===== config.mk =====
export PLATFORM = sky130hd
export DESIGN_NAME = fwd_source_pipe_flat
export DESIGN_NICKNAME = d
export VERILOG_FILES = /design/src/rtl/fwd_source_pipe_pkg.sv /design/src/rtl/fwd_source_pipe_if.sv /design/src/rtl/fwd_source_pipe_slot.sv /design/src/rtl/fwd_source_pipe.sv /design/src/flat_wrapper.sv
export SDC_FILE = /design/constraint.sdc
export NUM_CORES = 1
export LEC_CHECK = 0
export ABC_AREA = 1
export ABC_CLOCK_PERIOD_IN_PS = 2200
export BUFFER_PORTS_ARGS = -buffer_cell sky130_fd_sc_hd__buf_2
export CORE_ASPECT_RATIO = 0.8
export CORE_UTILIZATION = 46
export CTS_CLUSTER_SIZE = 12
export DETAILED_ROUTE_END_ITERATION = 10
export PLACE_DENSITY = 0.81
export REMOVE_ABC_BUFFERS = 1
export SKIP_LAST_GASP = 1
export SYNTH_ARGS = -nofsm -noshare
export SYNTH_HDL_FRONTEND = slang
export SYNTH_SLANG_ARGS = --single-unit

===== constraint.sdc =====
create_clock -name clk -period 2.2 [get_ports clk]
set_input_delay 0.22 -clock clk [delete_from_list [all_inputs] [get_ports clk]]
set_output_delay 0.22 -clock clk [all_outputs]
set_load 0.02 [all_outputs]

===== src/rtl/fwd_source_pipe_pkg.sv =====
// Shared types and constants for the EX/MEM and MEM/WB forwarding-source pipeline.
// Also holds the operand-select encoding consumed by the downstream forwarding unit.
package fwd_source_pipe_pkg;

  localparam int XLEN_DEFAULT = 32;
  localparam int REG_ADDR_W   = 5;
  localparam logic [REG_ADDR_W-1:0] REG_X0 = '0;

  typedef enum logic [1:0] {
    FWD_NONE  = 2'b00,
    FWD_EXMEM = 2'b01,
    FWD_MEMWB = 2'b10
  } fwd_sel_e;

  // The younger EX/MEM producer wins over MEM/WB; x0 is never forwarded.
  function automatic fwd_sel_e fwd_select(
    input logic [REG_ADDR_W-1:0] rs,
    input logic                  exmem_regwrite,
    input logic [REG_ADDR_W-1:0] exmem_rd,
    input logic                  memwb_regwrite,
    input logic [REG_ADDR_W-1:0] memwb_rd
  );
    fwd_sel_e sel;
    sel = FWD_NONE;
    if (rs != REG_X0) begin
      if (exmem_regwrite && (exmem_rd == rs)) begin
        sel = FWD_EXMEM;
      end else if (memwb_regwrite && (memwb_rd == rs)) begin
        sel = FWD_MEMWB;
      end
    end
    return sel;
  endfunction

endpackage


===== src/rtl/fwd_source_pipe_if.sv =====
// EX-stage offer, load response, forwarding sources and register-file write port.
// The pipeline is the slave side; whoever feeds EX and the memory is the master.
interface fwd_source_pipe_if
  import fwd_source_pipe_pkg::*;
#(
  parameter int XLEN = XLEN_DEFAULT
) ();

  logic                  ex_valid;
  logic                  ex_regwrite;
  logic                  ex_memread;
  logic [REG_ADDR_W-1:0] ex_rd;
  logic [XLEN-1:0]       ex_result;
  logic                  ex_flush;
  logic                  ex_ready;
  logic                  mem_rsp_valid;
  logic [XLEN-1:0]       mem_rsp_data;
  logic                  exmem_regwrite;
  logic [REG_ADDR_W-1:0] exmem_rd;
  logic [XLEN-1:0]       exmem_result;
  logic                  memwb_regwrite;
  logic [REG_ADDR_W-1:0] memwb_rd;
  logic [XLEN-1:0]       memwb_result;
  logic                  rf_we;
  logic [REG_ADDR_W-1:0] rf_waddr;
  logic [XLEN-1:0]       rf_wdata;
  logic                  rsp_err;

  modport master (
    output ex_valid, ex_regwrite, ex_memread, ex_rd, ex_result, ex_flush,
    output mem_rsp_valid, mem_rsp_data,
    input  ex_ready, exmem_regwrite, exmem_rd, exmem_result,
    input  memwb_regwrite, memwb_rd, memwb_result,
    input  rf_we, rf_waddr, rf_wdata, rsp_err
  );

  modport slave (
    input  ex_valid, ex_regwrite, ex_memread, ex_rd, ex_result, ex_flush,
    input  mem_rsp_valid, mem_rsp_data,
    output ex_ready, exmem_regwrite, exmem_rd, exmem_result,
    output memwb_regwrite, memwb_rd, memwb_result,
    output rf_we, rf_waddr, rf_wdata, rsp_err
  );

endinterface


===== src/rtl/fwd_source_pipe_slot.sv =====
// One pipeline slot: valid/regwrite/rd/data register.
// Load wins over clear; with neither asserted the slot holds its contents.
module pipe_slot
  import fwd_source_pipe_pkg::*;
#(
  parameter int XLEN = XLEN_DEFAULT
) (
  input  logic                  clk,
  input  logic                  rst_n,
  input  logic                  load,
  input  logic                  clear,
  input  logic                  new_regwrite,
  input  logic [REG_ADDR_W-1:0] new_rd,
  input  logic [XLEN-1:0]       new_data,
  output logic                  valid,
  output logic                  regwrite,
  output logic [REG_ADDR_W-1:0] rd,
  output logic [XLEN-1:0]       data
);

  logic                  valid_reg;
  logic                  regwrite_reg;
  logic [REG_ADDR_W-1:0] rd_reg;
  logic [XLEN-1:0]       data_reg;

  always_ff @(posedge clk or negedge rst_n) begin
    if (!rst_n) begin
      valid_reg    <= 1'b0;
      regwrite_reg <= 1'b0;
      rd_reg       <= '0;
      data_reg     <= '0;
    end else if (load) begin
      valid_reg    <= 1'b1;
      regwrite_reg <= new_regwrite;
      rd_reg       <= new_rd;
      data_reg     <= new_data;
    end else if (clear) begin
      valid_reg    <= 1'b0;
    end
  end

  assign valid    = valid_reg;
  assign regwrite = regwrite_reg;
  assign rd       = rd_reg;
  assign data     = data_reg;

endmodule


===== src/rtl/fwd_source_pipe.sv =====
// EX/MEM and MEM/WB slots acting as forwarding sources, with a variable-latency
// load stall in EX/MEM and write-back driven straight from MEM/WB.
module fwd_source_pipe
  import fwd_source_pipe_pkg::*;
#(
  parameter int XLEN = XLEN_DEFAULT
) (
  input  logic               clk,
  input  logic               rst_n,
  fwd_source_pipe_if.slave   bus
);

  logic                  exmem_valid;
  logic                  exmem_rw;
  logic                  exmem_memread_reg;
  logic [REG_ADDR_W-1:0] exmem_rd;
  logic [XLEN-1:0]       exmem_data;
  logic                  memwb_valid;
  logic                  memwb_rw;
  logic [REG_ADDR_W-1:0] memwb_rd;
  logic [XLEN-1:0]       memwb_data;
  logic                  rsp_err_reg;

  logic                  load_pending;
  logic                  capture;
  logic                  exmem_hold;
  logic                  exmem_clear;
  logic                  memwb_load;
  logic [XLEN-1:0]       memwb_new_data;

  // ex_ready depends only on registered state, never on mem_rsp_valid.
  assign load_pending   = exmem_valid & exmem_memread_reg;
  assign capture        = bus.ex_valid & ~load_pending & ~bus.ex_flush;
  assign exmem_hold     = load_pending & ~bus.mem_rsp_valid;
  assign exmem_clear    = ~capture & ~exmem_hold;
  assign memwb_load     = exmem_valid & (~exmem_memread_reg | bus.mem_rsp_valid);
  assign memwb_new_data = exmem_memread_reg ? bus.mem_rsp_data : exmem_data;

  pipe_slot #(.XLEN(XLEN)) u_exmem (
    .clk          (clk),
    .rst_n        (rst_n),
    .load         (capture),
    .clear        (exmem_clear),
    .new_regwrite (bus.ex_regwrite & (bus.ex_rd != REG_X0)),
    .new_rd       (bus.ex_rd),
    .new_data     (bus.ex_result),
    .valid        (exmem_valid),
    .regwrite     (exmem_rw),
    .rd           (exmem_rd),
    .data         (exmem_data)
  );

  pipe_slot #(.XLEN(XLEN)) u_memwb (
    .clk          (clk),
    .rst_n        (rst_n),
    .load         (memwb_load),
    .clear        (~memwb_load),
    .new_regwrite (exmem_rw),
    .new_rd       (exmem_rd),
    .new_data     (memwb_new_data),
    .valid        (memwb_valid),
    .regwrite     (memwb_rw),
    .rd           (memwb_rd),
    .data         (memwb_data)
  );

  always_ff @(posedge clk or negedge rst_n) begin
    if (!rst_n) begin
      exmem_memread_reg <= 1'b0;
      rsp_err_reg       <= 1'b0;
    end else begin
      if (capture) begin
        exmem_memread_reg <= bus.ex_memread;
      end else if (exmem_clear) begin
        exmem_memread_reg <= 1'b0;
      end
      // A response with nothing outstanding is a protocol error; it latches until reset.
      if (bus.mem_rsp_valid && !load_pending) begin
        rsp_err_reg <= 1'b1;
      end
    end
  end

  assign bus.ex_ready       = ~load_pending;
  assign bus.exmem_regwrite = exmem_valid & exmem_rw & ~exmem_memread_reg;
  assign bus.exmem_rd       = exmem_rd;
  assign bus.exmem_result   = exmem_data;
  assign bus.memwb_regwrite = memwb_valid & memwb_rw;
  assign bus.memwb_rd       = memwb_rd;
  assign bus.memwb_result   = memwb_data;
  assign bus.rf_we          = memwb_valid & memwb_rw;
  assign bus.rf_waddr       = memwb_rd;
  assign bus.rf_wdata       = memwb_data;
  assign bus.rsp_err        = rsp_err_reg;

endmodule


===== src/flat_wrapper.sv =====
// flat-port wrapper written by rule: the top's interface ports become plain ports
module fwd_source_pipe_flat import fwd_source_pipe_pkg::*;
#(
  parameter int XLEN = XLEN_DEFAULT
)
  (clk, rst_n, bus_ex_valid, bus_ex_regwrite, bus_ex_memread, bus_ex_rd, bus_ex_result, bus_ex_flush, bus_mem_rsp_valid, bus_mem_rsp_data, bus_ex_ready, bus_exmem_regwrite, bus_exmem_rd, bus_exmem_result, bus_memwb_regwrite, bus_memwb_rd, bus_memwb_result, bus_rf_we, bus_rf_waddr, bus_rf_wdata, bus_rsp_err);
  fwd_source_pipe_if #(.XLEN(XLEN)) bus_i ();
  input  logic clk;
  input  logic rst_n;
  input wire logic [$bits(bus_i.ex_valid)-1:0] bus_ex_valid;
  input wire logic [$bits(bus_i.ex_regwrite)-1:0] bus_ex_regwrite;
  input wire logic [$bits(bus_i.ex_memread)-1:0] bus_ex_memread;
  input wire logic [$bits(bus_i.ex_rd)-1:0] bus_ex_rd;
  input wire logic [$bits(bus_i.ex_result)-1:0] bus_ex_result;
  input wire logic [$bits(bus_i.ex_flush)-1:0] bus_ex_flush;
  input wire logic [$bits(bus_i.mem_rsp_valid)-1:0] bus_mem_rsp_valid;
  input wire logic [$bits(bus_i.mem_rsp_data)-1:0] bus_mem_rsp_data;
  output wire logic [$bits(bus_i.ex_ready)-1:0] bus_ex_ready;
  output wire logic [$bits(bus_i.exmem_regwrite)-1:0] bus_exmem_regwrite;
  output wire logic [$bits(bus_i.exmem_rd)-1:0] bus_exmem_rd;
  output wire logic [$bits(bus_i.exmem_result)-1:0] bus_exmem_result;
  output wire logic [$bits(bus_i.memwb_regwrite)-1:0] bus_memwb_regwrite;
  output wire logic [$bits(bus_i.memwb_rd)-1:0] bus_memwb_rd;
  output wire logic [$bits(bus_i.memwb_result)-1:0] bus_memwb_result;
  output wire logic [$bits(bus_i.rf_we)-1:0] bus_rf_we;
  output wire logic [$bits(bus_i.rf_waddr)-1:0] bus_rf_waddr;
  output wire logic [$bits(bus_i.rf_wdata)-1:0] bus_rf_wdata;
  output wire logic [$bits(bus_i.rsp_err)-1:0] bus_rsp_err;
  assign bus_i.ex_valid = bus_ex_valid;
  assign bus_i.ex_regwrite = bus_ex_regwrite;
  assign bus_i.ex_memread = bus_ex_memread;
  assign bus_i.ex_rd = bus_ex_rd;
  assign bus_i.ex_result = bus_ex_result;
  assign bus_i.ex_flush = bus_ex_flush;
  assign bus_i.mem_rsp_valid = bus_mem_rsp_valid;
  assign bus_i.mem_rsp_data = bus_mem_rsp_data;
  assign bus_ex_ready = bus_i.ex_ready;
  assign bus_exmem_regwrite = bus_i.exmem_regwrite;
  assign bus_exmem_rd = bus_i.exmem_rd;
  assign bus_exmem_result = bus_i.exmem_result;
  assign bus_memwb_regwrite = bus_i.memwb_regwrite;
  assign bus_memwb_rd = bus_i.memwb_rd;
  assign bus_memwb_result = bus_i.memwb_result;
  assign bus_rf_we = bus_i.rf_we;
  assign bus_rf_waddr = bus_i.rf_waddr;
  assign bus_rf_wdata = bus_i.rf_wdata;
  assign bus_rsp_err = bus_i.rsp_err;
  fwd_source_pipe #(.XLEN(XLEN)) u_core (.clk(clk), .rst_n(rst_n), .bus(bus_i));
endmodule

==> qor.yml <==
cells_and_area:
  fin_area_um2: 4830
  drive_gt1_share_pct: 33.7
  syn_to_final_growth_pct: 25.3
  layout.nets: 713
  fin_cells: 749
  antennaDiodeCount: 0
floorplan:
  initial_core_util_pct: 48.1
  core_area_um2: 8020
  dieArea_um2: 8760
  fp.dieH_um: 83.9
  die_w_um: 104
  io_pins: 192
  num_rows: 29
timing:
  post-route-period-util_pct: 71.2
  slew_violations: 0
  worstMarginPinSlew_ns: 0.502
  setup_viol: 0
  min_period_ns: 1.57
  rsz0062_at_grt: "false"
  hold_viol: 0
  fmax_mhz: 639
  slew_headroom_pct: 66.4
  fin_skew_ns: 0.00982
routing:
  routed_wl_um: 9370
  ant_nets: 0
  drt_first_pass_iters: 4
  detail_route.wl_per_cell_um: 12.5
  drtIter0Drc: 147
  route.detailed.drc: 0
  vias: 3491
  vias_per_cell: 4.66
clocking:
  clkSinkCount: 80
  cts_root_buffer: "clkbuf_8"
  htree_levels: 3
  clkLatencyLatePin_ns: 0.34
  post_cts_resized: 0
  cts_tree: "built"
  path_clk_slew_ns: 0.08
  cts_buffer_depth: 2
  post_cts_buffers: 0
  cts_made_buffers: 9
  hold_buffers: 1
hold_path:
  hold_start: "bus_ex_result[27]"
  holdPathStages: 3
  hold_end: "u_core.u_exmem.data[27]"
  hp-class: "input pin to flop"
setup_path:
  reg2reg_from: "u_core.u_exmem.valid"
  cp.arrival_ns: 1.35
  crit_path_max_incr_delay_ns: 0.39
  cp-start-kind: "flop"
  critPathRequiredTime_ns: 1.98
  crit_slowest_cell: "dfrtp_1"
  reg2reg_depth: 5
  critPathLaunch: "u_core.exmem_memread_reg"
  rr_endpoint: "u_core.u_memwb.regwrite"
  cp-end-kind: "output port"
  crit_chain: "buf_4 -> nor2_1 -> buf_2"
  critPathKind: "flop to output port"
  worstPathMaxFanout: 33
  r2r_slack_ns: 0.83
flow_run:
  maxCapViolations: 0
pwr:
  pwr_density_cell_nw_per_um2: 951
  ir_drop_mv: 0.391
  p_leak_nw: 3.00
logic_synthesis:
  syn-instance-count: 491
  avgSynthCellArea_um2: 7.85
  yosysUniqueCellTypes: 16
  ys_warn_count: 0
  ys_ff_latch: 80
  synth_area_um2: 3860
  ys_seq_area_share_pct: 51.9
global_routing:
  grt_overflow_total: 0
  grt_use_total_pct: 22.0
  grt_pass1_wl_um: 15300
  grt_pass1_vias: 3128
  grt_start_max_net_pins: 81
  antenna_found_initial: 0
place:
  gp_congestion: 0.854
  dpl.cell_count: 733
  place_area_um2: 4590
  portBuffers: 191
  hpwl_um: 6500
run_status:
  status: "completed"
[power breakdown]
| part | total, mW | leakage, nW | internal, mW | switching (mW) |
|---|---|---|---|---|
| registers | 1.92 | 1.00 | 1.72 | 0.199 |
| logic | 1.43 | 1.89 | 0.482 | 0.944 |
| clock network | 1.26 | 0.113 | 0.750 | 0.505 |
| total | 4.60 | 3.00 | 2.95 | 1.65 |
[worst max-delay path, delay by kind of cell (launching register included)]
| kind | cells | cell delay [ns] |
|---|---|---|
| DFF | 1 | 0.39 |
| and+or+nand+nor | 1 | 0.09 |
| buffers and inverters | 2 | 0.53 |
[stage by stage]
stage / total power [mW] / hold WS, ns / worst slack (ns) / utilization (%) / TNS (ns)
3_3_place_gp: 3.35 / 0.278 / 0.885 / 57.2 / 0
4_1_cts: 4.65 / 0.0787 / 0.582 / 60.3 / 0
6_report: 4.60 / 0.103 / 0.634 / 60.3 / 0
5_1_grt: 4.86 / 0.0760 / 0.500 / 60.3 / 0
2_1_floorplan: 2.75 / -0.0756 / -0.798 / - / -30.90
3_5_place_dp: 3.38 / 0.280 / 0.830 / 57.2 / 0
[routing by layer]
metal	share of wire (%)	wire length [µm]	global-route usage [%]	vias up
li1	-	-	-	1747
met3	7.3	687	6.40	2
met2	49	4610	36.3	148
met5	0	0	0	-
met1	43	4060	28.7	1594
met4	0.16	15	4.68	0
[cell usage in the layout, fill, tap and decap left out, drive strengths merged]
cell / instances
buf: 199
bufinv: 3
clkbuf: 10
clkinv: 1
clkinvlp: 1
dfrtp: 80
dlygate4sd3: 1
inv: 44
nand2: 220
nand3: 39
nand4: 1
nor2: 3
o21ai: 38
o21bai: 1
[logic make-up after synthesis]
kind of cell / synth area share [%]
AO/OA/AOI/OAI: 5.13
buffers and inverters: 15.8
flip-flops: 51.9
AND/OR/NAND/NOR: 27.1
[cell usage after synthesis]
cell type / count / area [µm²]
nand2_1: 219 / 822
dfrtp_1: 80 / 2000
buf_4: 44 / 330
inv_1: 43 / 161
nand3_1: 38 / 190
o21ai_1: 20 / 100
o21ai_0: 18 / 90.1
buf_2: 11 / 55.1
clkbuf_1: 7 / 26.3
buf_6: 3 / 33.8
nor2_1: 3 / 11.3
inv_2: 1 / 3.75
nand2_2: 1 / 6.26
nand3_2: 1 / 10.0
nand4_1: 1 / 6.26
o21bai_1: 1 / 7.51
[layout make-up]
| type | instances | area (µm²) |
|---|---|---|
| clock buffer | 10 | 128 |
| clock inverter | 5 | 106 |
| fill | 730 | 3190 |
| inverter | 44 | 165 |
| multi-input combinational | 302 | 1240 |
| sequential | 80 | 2000 |
| tap | 108 | 135 |
| timing repair buffer | 200 | 1050 |
[how the worst max path moves through the flow]
stage                              endpoint  slack [ns]  cells past startpoint
floorplan            u_core.u_memwb.data[0]       -0.80                      5
detailed placement   u_core.u_memwb.data[7]        0.83                      5
CTS                      bus_exmem_regwrite        0.58                      3
global placement    u_core.u_memwb.data[26]        0.89                      6
finish                   bus_exmem_regwrite        0.63                      3
global route             bus_exmem_regwrite        0.50                      3
No activity file was read; power rests on OpenSTA's default activity.
